`src/rtl/syrup_pkg.sv`:
```
// Shared definitions for the syrup channel buffers: stat counter width and
// channel occupancy types.
package syrup_pkg;

    localparam int unsigned SYRUP_STAT_WIDTH     = 32;
    localparam int unsigned SYRUP_DEF_ADDR_WIDTH = 4;

    typedef logic [SYRUP_STAT_WIDTH-1:0]   syrup_stat_t;
    typedef logic [SYRUP_DEF_ADDR_WIDTH:0] syrup_occ_t;

    // Saturating increment used by the optional activity counters.
    function automatic syrup_stat_t stat_inc(input syrup_stat_t v, input logic en);
        return (en && (v != '1)) ? v + 1'b1 : v;
    endfunction

endpackage

```
`src/rtl/syrup_channel_ram.sv`:
```
// Simple dual-port RAM: one write port, one enabled registered read port.
// The storage array maps onto block RAM; only the read register is reset.
module syrup_channel_ram #(
    parameter int DATA_WIDTH = 32,
    parameter int ADDR_WIDTH = 4
) (
    input  logic                  clk,
    input  logic                  rst_n,
    input  logic                  i_we,
    input  logic [ADDR_WIDTH-1:0] i_waddr,
    input  logic [DATA_WIDTH-1:0] i_wdata,
    input  logic                  i_re,
    input  logic [ADDR_WIDTH-1:0] i_raddr,
    output logic [DATA_WIDTH-1:0] o_rdata
);

    logic [DATA_WIDTH-1:0] r_mem [2**ADDR_WIDTH];

    // NOTE: the array deliberately has no reset so it stays inferable as block RAM.
    always_ff @(posedge clk) begin
        if (i_we) begin
            r_mem[i_waddr] <= i_wdata;
        end
    end

    // NOTE: sequential state is always assigned with <= so every flop samples pre-edge values.
    always_ff @(posedge clk or negedge rst_n) begin
        if (!rst_n) begin
            o_rdata <= '0;
        end else if (i_re) begin
            o_rdata <= r_mem[i_raddr];
        end
    end

endmodule

```
`src/rtl/syrup_channel_fifo.sv`:
```
// FIFO buffer behind a syrup out/in channel pair, with a combinational STALL
// for the domain clock gate. Define SYRUP_CHANNEL_STAT_EN for activity counters.
module syrup_channel_fifo
    import syrup_pkg::*;
#(
    parameter int DATA_WIDTH = 32,
    parameter int ADDR_WIDTH = SYRUP_DEF_ADDR_WIDTH
) (
    input  logic                  CLK,
    input  logic                  RESETN,
    input  logic [DATA_WIDTH-1:0] D,
    input  logic                  WE,
    output logic                  FULL,
    output logic [DATA_WIDTH-1:0] Q,
    input  logic                  RE,
    output logic                  EMPTY,
    output logic [ADDR_WIDTH:0]   COUNT,
    output logic                  STALL
`ifdef SYRUP_CHANNEL_STAT_EN
    ,
    output syrup_stat_t           STAT_PUSH,
    output syrup_stat_t           STAT_POP,
    output syrup_stat_t           STAT_STALL
`endif
);

    typedef logic [ADDR_WIDTH:0] occ_t;
    localparam occ_t DEPTH = occ_t'(2**ADDR_WIDTH);

    logic [ADDR_WIDTH-1:0] r_wptr;
    logic [ADDR_WIDTH-1:0] r_rptr;
    occ_t                  r_count;
    logic                  w_push_ok;
    logic                  w_pop_ok;

    assign FULL      = (r_count == DEPTH);
    assign EMPTY     = (r_count == '0);
    assign COUNT     = r_count;
    assign w_push_ok = WE & ~FULL;
    assign w_pop_ok  = RE & ~EMPTY;
    assign STALL     = (WE & FULL) | (RE & EMPTY);

    // Read and write never share an address in one cycle: that would need
    // COUNT to be both 0 and full, so no collision handling is required.
    syrup_channel_ram #(
        .DATA_WIDTH(DATA_WIDTH),
        .ADDR_WIDTH(ADDR_WIDTH)
    ) u_ram (
        .clk     (CLK),
        .rst_n   (RESETN),
        .i_we    (w_push_ok),
        .i_waddr (r_wptr),
        .i_wdata (D),
        .i_re    (w_pop_ok),
        .i_raddr (r_rptr),
        .o_rdata (Q)
    );

    always_ff @(posedge CLK or negedge RESETN) begin
        if (!RESETN) begin
            r_wptr  <= '0;
            r_rptr  <= '0;
            r_count <= '0;
        end else begin
            if (w_push_ok) r_wptr <= r_wptr + 1'b1;
            if (w_pop_ok)  r_rptr <= r_rptr + 1'b1;
            case ({w_push_ok, w_pop_ok})
                2'b10:   r_count <= r_count + 1'b1;
                2'b01:   r_count <= r_count - 1'b1;
                default: r_count <= r_count;
            endcase
        end
    end

`ifdef SYRUP_CHANNEL_STAT_EN
    always_ff @(posedge CLK or negedge RESETN) begin
        if (!RESETN) begin
            STAT_PUSH  <= '0;
            STAT_POP   <= '0;
            STAT_STALL <= '0;
        end else begin
            STAT_PUSH  <= stat_inc(STAT_PUSH, w_push_ok);
            STAT_POP   <= stat_inc(STAT_POP, w_pop_ok);
            STAT_STALL <= stat_inc(STAT_STALL, STALL);
        end
    end
`endif

endmodule

```
`config.mk`:
```
export PLATFORM = sky130hd
export DESIGN_NAME = syrup_channel_fifo
export DESIGN_NICKNAME = d
export VERILOG_FILES = /design/src/rtl/syrup_pkg.sv /design/src/rtl/syrup_channel_ram.sv /design/src/rtl/syrup_channel_fifo.sv
export SDC_FILE = /design/constraint.sdc
export NUM_CORES = 1
export LEC_CHECK = 0
export ABC_CLOCK_PERIOD_IN_PS = 6900
export CORE_ASPECT_RATIO = 1.4
export CORE_MARGIN = 4
export CORE_UTILIZATION = 60
export CTS_CLUSTER_SIZE = 24
export DETAILED_ROUTE_END_ITERATION = 12
export PLACE_DENSITY = 0.77
export SLEW_MARGIN = 10
export SYNTH_ARGS = -nofsm -noshare
export SYNTH_HDL_FRONTEND = slang
export SYNTH_SLANG_ARGS = --single-unit
export TNS_END_PERCENT = 30
```
`constraint.sdc`:
```
create_clock -name CLK -period 6.9 [get_ports CLK]
set_input_delay 0.69 -clock CLK [delete_from_list [all_inputs] [get_ports CLK]]
set_output_delay 0.69 -clock CLK [all_outputs]
set_load 0.01 [all_outputs]
```
## Yosys cells after proc, flatten, opt, wreduce, memory -nomap -nowiden

Memories as Yosys holds them, arrays and structs flattened. A register that Yosys moved wholly into a read port is not among the register bits.
Cells that the tools add are included.

| storage, ports and cells | value |
|---|---|
| memories kept | 1 |
| output and inout port bits | 40 |
| logic and storage cells | 24 |
| RAM bits | 512 |
| bits in registers | 13 |
| input port bits | 36 |

| operators by class | value |
|---|---|
| add/subtract/negate cells | 4 |
| muxes and demuxes | 3 |
| reduce and logical (&&, ||, !) cells | 3 |
| equal/unequal tests | 3 |
| bitwise operators | 7 |

Memory list:

| name | depth | width | read ports | clocked after memory_dff | write ports | RTL line | source |
|---|---|---|---|---|---|---|---|
| u_ram.r_mem | 16 | 32 | 1 | 1 | 1 | syrup_channel_ram.sv:17 | `logic [DATA_WIDTH-1:0] r_mem [2**ADDR_WIDTH];` |

Operators by type and width:

| kind | count |
|---|---|
| 5-bit case mux with 2 select lines | 1 |
| 4-bit by 1-bit adder with 4-bit output, second input constant | 2 |
| 5-bit by 1-bit adder with 5-bit output, second input constant | 1 |
| 5-bit == test, second input constant | 1 |
| 5-bit logical NOT | 1 |
| 5-bit by 1-bit subtractor with 5-bit output, second input constant | 1 |
| 1-bit AND | 4 |
| 2-bit by 1-bit == test with 1-bit output, second input constant | 1 |
| 2-bit == test, second input constant | 1 |
| 1-bit 2-to-1 mux | 2 |
| 1-bit NOT | 2 |
| 2-bit nonzero test | 1 |
| 1-bit logical NOT | 1 |
| 1-bit bitwise OR | 1 |

## Longest topological paths before layout

Gate-level depths: netlist (run 1).

| logic depth | value |
|---|---|
| word-level depth | 5 |
| gate-level depth with buffers | 13 |
| depth with buffers taken out | 10 |

## By module

A second synthesis (run 1) with hierarchy kept.

| second synthesis, totals | value |
|---|---|
| cells, all modules | 949 |
| area, all modules | 21595.7 um^2 |

By module, submodules not included:

| module | cells each | instances | area each (um^2) | sequential area each (um^2) |
|---|---|---|---|---|
| syrup_channel_ram | 876 | 1 | 20788.7 | 16175.5 |
| syrup_channel_fifo | 73 | 1 | 807.0 | 325.3 |

## Worst setup path after synthesis (run 1)

Ideal clock, no wire load.

| path | value |
|---|---|
| kind | register to register |
| from | register r_count[2] (netlist: COUNT[2]) |
| to | memory u_ram.r_mem[3][0], enable pin |
| cell stages (with the launch flop) | 6 |
| path buffers | 1 |
| library setup time | 0.461 ns |
| slack | 2.844 ns |
| clock period less this slack | 4.056 ns |
| data required time | 6.439 ns |
| arrival time | 3.595 ns |
| path through | dfrtp_1 > clkbuf_1 > nor4_1 > a21boi_1 > nand2_1 > nor3_1 |

| on the way | value |
|---|---|
| word-level cells in the longest chain between the ends | 5 |

RTL lines:

| what | RTL line | source |
|---|---|---|
| start, declared | syrup_channel_fifo.sv:32 | `occ_t r_count;` |
| start signal, assigned | syrup_channel_fifo.sv:68 | `2'b10: r_count <= r_count + 1'b1;` |
| start signal, assigned | syrup_channel_fifo.sv:69 | `2'b01: r_count <= r_count - 1'b1;` |
| start signal, assigned | syrup_channel_fifo.sv:70 | `default: r_count <= r_count;` |
| 5-bit == test | syrup_channel_fifo.sv:36 | `assign FULL = (r_count == DEPTH);` |
| 1-bit NOT | syrup_channel_fifo.sv:39 | `assign w_push_ok = WE & ~FULL;` |
| 1-bit AND | syrup_channel_fifo.sv:39 |  |
| 1-bit 2-to-1 mux | syrup_channel_ram.sv:21 | `if (i_we) begin` |
| 1-bit 2-to-1 mux (implied by the code) | syrup_channel_ram.sv:22 | `r_mem[i_waddr] <= i_wdata;` |
| end, declared | syrup_channel_ram.sv:17 |  |

Every way passes these cells.

## Worst setup path after layout (run 1)

| path | value |
|---|---|
| from | register r_count[1] (netlist: COUNT[1]) |
| to | register r_count[4] (netlist: COUNT[4]) |

| on the way | value |
|---|---|
| word-level cells in the longest chain between the ends | 5 |
| elaborated cells on any way between the ends | 12 |
| classes of those cells | add/sub: 2; eq/ne: 3; mux: 1; bitwise: 4; reduce/logical: 2 |

RTL lines:

| what | RTL line | source |
|---|---|---|
| 5-bit == test / 5-bit logical NOT (equally long branches) | syrup_channel_fifo.sv:36, syrup_channel_fifo.sv:37 |  |
| 1-bit NOT, on equally long branches | syrup_channel_fifo.sv:39, syrup_channel_fifo.sv:40 |  |
| 1-bit AND, on equally long branches | syrup_channel_fifo.sv:39, syrup_channel_fifo.sv:40 |  |
| 2-bit by 1-bit == test with 1-bit output / 2-bit == test (equally long branches) | syrup_channel_fifo.sv:67 | `case ({w_push_ok, w_pop_ok})` |
| 5-bit case mux with 2 select lines / 2-bit nonzero test (equally long branches) | n/a |  |

Several ways; a longest one is shown, not always the timed one.
A chain may end at the register's enable or synchronous reset.

==> results.py, run 1 <==
metrics = {
    "clock_tree": {
        "h-tree-depth": 2,
        "ctsHoldBuffers": 0,
        "ctsLongestPathBuffers": 3,
        "cts_sinks": 557,
        "numCtsBuffers": 48,
        "path_clk_slew_ns": 0.06,
        "cts_resized": 0,
        "cts_setup_buffers": 0,
        "cts_root_buf": "clkbuf_16",
        "insertion_delay_ns": 0.56,
        "tritoncts": "built",
    },
    "detailed_routing": {
        "vias": 9866,
        "drt-initial-drc-count": 905,
        "antenna_left": 0,
        "vias_per_cell": 6.45,
        "drc": 0,
        "drt-wirelength-per-cell_um": 28.0,
        "dr.pass1.iters": 5,
        "wl_um": 42900,
    },
    "power": {
        "worst_ir_drop_vdd_mv": 0.261,
        "p_leak_uw": 0.00758,
        "powerDensity_nw_per_um2": 405,
    },
    "layout": {
        "fin_area_sq_um": 24100,
        "n_fill_cell": 2076,
        "final_cells": 1529,
        "syn_to_final_growth_pct": 13.2,
        "finalNetCount": 1080,
        "n_antenna_cell": 0,
        "drive_above_1_share": 0.268,
    },
    "grt": {
        "grt_overflow_total": 0,
        "antenna_found_initial": 0,
        "grt_pass1_wl_um": 65800,
        "grt_pass1_vias": 10400,
        "grt_max_degree": 119,
        "grt.total_usage": 0.227,
    },
    "place": {
        "io_buffers": 75,
        "place_congestion": 0.769,
        "dp_hpwl_um": 22600,
        "dp_cells": 1441,
        "dpl_cell_area_sq_um": 22500,
    },
    "critical_path": {
        "cp_max_fo": 70,
        "path_class": "register to register",
        "critical_path_buf_inv_count": 0,
        "cp_slowest_stage_delay_ns": 0.61,
        "worst_ep_required_time_ns": 7.33,
        "cp-end-kind": "register",
        "slowest_stage": "or4_4",
        "start_kind": "register",
        "cp_cell_sequence": "or4_4 -> o21a_4 -> ha_1 -> xor2_1 -> ha_1 -> o211a_1 -> o31ai_1 -> a31oi_1 -> xor2_1",
        "crit_arrival_ns": 3.73,
        "cpLargestDelayFamily": "compound AO/OA/AOI/OAI gates",
    },
    "run_status": {
        "status": "finished clean",
    },
    "sta": {
        "fmax_mhz": 302,
        "rsz0062_at_grt": "no",
        "setup-violations-final": 0,
        "worstMarginPinSlew_ns": 1.24,
        "fin_crit_ns": 3.31,
        "slew_viol_final": 0,
        "finalCritPeriodShare": 0.480,
        "final-hold-violation-count": 0,
        "fin_worst_skew_ns": 0.0190,
        "setup_tns_ns": 0,
        "slew-limit-headroom": 0.173,
    },
    "yosys": {
        "ys_types": 37,
        "yosysWarnings": 0,
        "syn_inst": 954,
        "avgSynthCellArea_sq_um": 22.3,
        "netlist_area_sq_um": 21300,
        "mappedNetlistNets": 999,
        "yosysSeqAreaShare": 0.776,
        "synth_edf_count": 512,
        "ys_ff_latch": 557,
        "synth.top_cell.area_share": 0.723,
        "synthFlopType": "edfxtp_1",
        "synthArstFlopShare": 0.0808,
        "synth_largest_area_cell": "edfxtp_1",
        "ys_top_cells_by_area": "edfxtp_1, mux4_2, dfrtp_1",
    },
    "floorplan": {
        "core.rowCount": 81,
        "dieWidth_um": 167,
        "io_pins": 76,
        "die-area_sq_um": 38500,
        "initial_core_util": 0.608,
        "die_h_um": 231,
        "core_area_sq_um": 35000,
    },
    "worst_hold_path": {
        "hold_path.class": "input port to async pin",
    },
    "run": {
        "maxCapViolCount": 0,
    },
}
[logic make-up after synthesis]
kind of cell             share of synthesized area
AO/OA/AOI/OAI                               0.0348
XOR/XNOR                                   0.00453
adder cells (fa/ha/maj)                    0.00530
buffers and inverters                       0.0156
flip-flops                                   0.776
multiplexers                                 0.154
AND/OR/NAND/NOR                            0.00936
[worst paths after layout]
kind / from / slack, ns / cells after the start / end
setup / recovery: COUNT[1] / 3.59 / 9 / COUNT[4]
hold / removal: RESETN / 0.28 / 2 / u_ram.o_rdata[22]
setup reg to reg: COUNT[1] / 3.59 / 9 / COUNT[4]
hold reg to reg: u_ram.o_rdata[27] / 0.57 / 2 / u_ram.o_rdata[27]
max in group asynchronous: RESETN / 6.04 / 2 / r_rptr[2]
min in group CLK: u_ram.o_rdata[27] / 0.57 / 2 / u_ram.o_rdata[27]
[power breakdown]
group | internal (uW) | switching [uW]
Sequential | 4140 | 267
Combinational | 1320 | 1380
Clock | 1490 | 1140
Total | 6950 | 2790
[cell usage after synthesis (5+ instances only)]
master    number
ha_1           9
xnor2_1        6
buf_2         13
nor2_1        17
buf_6          9
clkbuf_1      24
buf_1          8
dfrtp_1       45
mux4_2       128
a21oi_1       15
xor2_1         5
o22ai_1       64
a21oi_2       20
nand2_1        7
mux2_2        34
edfxtp_1     512
[flip-flops by register name, indices dropped and copies added, names as in the netlist]
signal and flops:
COUNT 5, r_rptr 4, r_wptr 4, u_ram.o_rdata 32, u_ram.r_mem 512
[through the flow]
step	setup WS, ns	hold WS (ns)	power (uW)	utilization
after CTS	3.59	0.294	9840	0.688
after global routing	3.43	0.321	10200	0.688
after detailed placement	3.14	0.559	7210	0.644
final	3.59	0.284	9740	0.688
after floorplan	2.84	0.394	6310	-
after global placement	3.21	0.555	7140	0.644
[metal layers]
metal / track usage / share of wire
met3: 0.0337 / 0.062
met4: 0.0586 / 0.022
met1: 0.304 / 0.37
met2: 0.399 / 0.54
met5: 0 / 0
[layout make-up]
type | instances | area, sq um | area share
Multi-Input combinational cell | 335 | 4550 | 0.189
Timing Repair Buffer | 89 | 863 | 0.0359
Clock buffer | 67 | 1360 | 0.0563
Tap cell | 456 | 571 | 0.0237
Inverter | 4 | 15.0 | 0.000624
Sequential cell | 557 | 16500 | 0.686
Clock inverter | 21 | 188 | 0.00780
[cells in the final DEF, fill, tap and decap left out, types with 13 or more instances in the layout]
cell | Yosys | final
edfxtp_1 | 512 | 512
mux4_2 | 128 | 128
clkdlybuf4s50_1 | 0 | 74
o22ai_1 | 64 | 64
clkbuf_16 | 0 | 50
dfrtp_1 | 45 | 42
mux2_2 | 34 | 34
a21oi_2 | 20 | 20
a21oi_1 | 15 | 15
clkbuf_1 | 24 | 13
buf_4 | 4 | 13
Note: power is estimated with default switching activity, not from simulation.
==> run 2: changes to the inputs <==
--- a/config.mk
+++ b/config.mk
@@ -5,13 +5,13 @@
 export SDC_FILE = /design/constraint.sdc
 export NUM_CORES = 1
 export LEC_CHECK = 0
-export ABC_CLOCK_PERIOD_IN_PS = 6900
+export ABC_CLOCK_PERIOD_IN_PS = 2700
 export CORE_ASPECT_RATIO = 1.4
 export CORE_MARGIN = 4
-export CORE_UTILIZATION = 60
+export CORE_UTILIZATION = 55
 export CTS_CLUSTER_SIZE = 24
 export DETAILED_ROUTE_END_ITERATION = 12
-export PLACE_DENSITY = 0.77
+export PLACE_DENSITY = 0.75
 export SLEW_MARGIN = 10
 export SYNTH_ARGS = -nofsm -noshare
 export SYNTH_HDL_FRONTEND = slang
==> constraint.sdc (replaced) <==
create_clock -name CLK -period 2.7 [get_ports CLK]
set_input_delay 0.27 -clock CLK [delete_from_list [all_inputs] [get_ports CLK]]
set_output_delay 0.27 -clock CLK [all_outputs]
set_load 0.01 [all_outputs]
==> run 2 against run 1 <==
Effect of this change:
- routed wire length is 3.4% higher
- clock power increased to 2.8 times the previous value
- non-clock buffer count up 41
- sequential power grew to 2.5 times the previous value
- largest cell class unchanged
- highest routed layer unchanged
==> results.py, run 2 (synthesized netlist as in run 1, its figures left out) <==
metrics = {
    "run_status": {
        "status": "finished clean",
    },
    "detailed_routing": {
        "vias_per_cell": 6.31,
        "vias": 10000,
        "drc": 0,
        "wl_um": 44300,
        "drt-wirelength-per-cell_um": 27.9,
        "dr.pass1.iters": 6,
        "drt-initial-drc-count": 1048,
        "antenna_left": 0,
    },
    "sta": {
        "slew-limit-headroom": 0.320,
        "final-hold-violation-count": 0,
        "fin_crit_ns": 2.57,
        "fin_worst_skew_ns": 0.0193,
        "setup-violations-final": 0,
        "setup_tns_ns": 0,
        "worstMarginPinSlew_ns": 1.02,
        "rsz0062_at_grt": "no",
        "slew_viol_final": 0,
        "finalCritPeriodShare": 0.953,
        "fmax_mhz": 389,
        "whs_ns": 0.275,
    },
    "clock_tree": {
        "cts_sinks": 557,
        "numCtsBuffers": 49,
        "cts_root_buf": "clkbuf_16",
        "insertion_delay_ns": 0.57,
        "h-tree-depth": 2,
        "ctsLongestPathBuffers": 3,
        "cts_setup_buffers": 0,
        "path_clk_slew_ns": 0.06,
        "tritoncts": "built",
    },
    "layout": {
        "final_cell_mix": "edfxtp_1, mux4_2, clkdlybuf4s50_1",
        "final_cells": 1591,
        "drive_above_1_share": 0.304,
        "finalNetCount": 1122,
        "top_register": "u_ram.r_mem",
        "final_common_cell": "edfxtp_1",
        "largest_reg_flops": 512,
        "syn_to_final_growth_pct": 16.7,
    },
    "power": {
        "clock_power_share": 0.280,
        "p_sw_frac": 0.282,
        "worst_ir_drop_vdd_mv": 0.620,
        "p_switching_uw": 7300,
        "powerDensity_nw_per_um2": 1040,
        "p_int_uw": 18500,
        "comb_power_share": 0.286,
        "pwr-share-seq": 0.435,
        "p_leak_uw": 0.00794,
    },
    "critical_path": {
        "start_kind": "register",
        "cpLargestDelayFamily": "compound AO/OA/AOI/OAI gates",
        "path_class": "register to register",
        "worst_ep_required_time_ns": 3.13,
        "crit_arrival_ns": 3.00,
        "cp_slowest_stage_delay_ns": 0.55,
        "crit_top_cell": "xor2_1",
        "cp_max_fo": 6,
        "cp-end-kind": "register",
        "slowest_stage": "or4_4",
        "cp_cell_sequence": "or4_4 -> o21a_4 -> ha_2 -> xor2_1 -> ha_1 -> o211a_1 -> o31ai_1 -> a31oi_1 -> xor2_1",
        "critical_path_buf_inv_count": 0,
    },
    "grt": {
        "grt_overflow_total": 0,
        "grt.total_usage": 0.217,
        "grt_pass1_vias": 10800,
        "grt_max_degree": 69,
        "antenna_found_initial": 2,
        "grt_pass1_wl_um": 67700,
    },
    "floorplan": {
        "die_h_um": 241,
        "initial_core_util": 0.562,
        "core.rowCount": 84,
        "io_pins": 76,
        "die-area_sq_um": 41900,
        "dieWidth_um": 174,
        "core_area_sq_um": 37800,
    },
    "place": {
        "place_congestion": 0.763,
        "dp_cells": 1498,
        "dp_hpwl_um": 24000,
        "io_buffers": 75,
    },
    "worst_hold_path": {
        "hold_path.class": "input port to async pin",
    },
    "run": {
        "maxCapViolCount": 0,
    },
}
run 2: cell count changes in the layout (fill, tap and decap cells not counted), moves of 4 or more:
cell,before,now
clkbuf_1,13,7
nor3_4,0,4
bufinv_16,3,8
buf_12,1,21
clkinv_2,7,12
buf_4,13,33
nor3_2,4,0
run 2: path summary, 6_finish.rpt:
kind	start	end	slack, ns	depth (start not counted)
worst min-delay path	RESETN	u_ram.o_rdata[20]	0.27	2
worst min register to register	u_ram.o_rdata[29]	u_ram.o_rdata[29]	0.57	2
max in group asynchronous	RESETN	u_ram.o_rdata[7]	1.57	3
worst max register to register	COUNT[3]	COUNT[4]	0.13	9
min in group CLK	u_ram.o_rdata[29]	u_ram.o_rdata[29]	0.57	2
worst max-delay path	COUNT[3]	COUNT[4]	0.13	9
run 2: power groups by stage:
stage / clock, uW / sequential, uW / combinational [uW]
detailed placement: 0 / 11400 / 7440
finish: 7230 / 11200 / 7390
global placement: 0 / 11300 / 7340
floorplan: 0 / 11200 / 4980
CTS: 7350 / 11200 / 7500
global route: 7710 / 11300 / 7900
run 2: layer usage:
| metal | part of all wire | global-route usage | vias to the layer above | wire [um] |
|---|---|---|---|---|
| li1 | - | - | 4264 | - |
| met1 | 0.37 | 0.276 | 5308 | 16300 |
| met2 | 0.55 | 0.394 | 379 | 24400 |
| met3 | 0.057 | 0.0301 | 81 | 2520 |
| met4 | 0.025 | 0.0667 | 0 | 1130 |
| met5 | 0 | 0 | - | 0 |
run 2: per-stage QoR:
stage | cell area (sq um) | util | setup slack [ns] | total power (uW)
after floorplan | 21300 | - | -0.502 | 16100
after global placement | 23100 | 0.611 | 0.0778 | 18700
after detailed placement | 23100 | 0.611 | 0.0522 | 18800
after CTS | 24800 | 0.655 | 0.0513 | 26100
after global routing | 24800 | 0.655 | 0.0492 | 26900
final | 24800 | 0.656 | 0.126 | 25800
run 2: what timing repair did:
item / 4_1_cts / 5_1_grt
hold buffers: 1 / 0
endpoints found under the setup margin: 0 / 1
endpoints found under the hold margin: 22 / 0
resized for setup: 0 / 1
run 2: final cells by class:
| class | instances | area (sq um) |
|---|---|---|
| Sequential cell | 557 | 16500 |
| Fill cell | 2390 | 13000 |
| Multi-Input combinational cell | 335 | 4580 |
| Timing Repair Buffer | 130 | 1420 |
| Clock buffer | 59 | 1320 |
| Tap cell | 473 | 592 |
| Clock inverter | 31 | 368 |
| Inverter | 4 | 15.0 |
| Antenna cell | 2 | 5.00 |
run 2: worst reg2reg max path: stages (launching register included):
cell and delay (ns):
dfrtp_1 0.43, or4_4 0.55, o21a_4 0.23, ha_2 0.23, xor2_1 0.15, ha_1 0.22
o211a_1 0.22, o31ai_1 0.19, a31oi_1 0.08, xor2_1 0.15
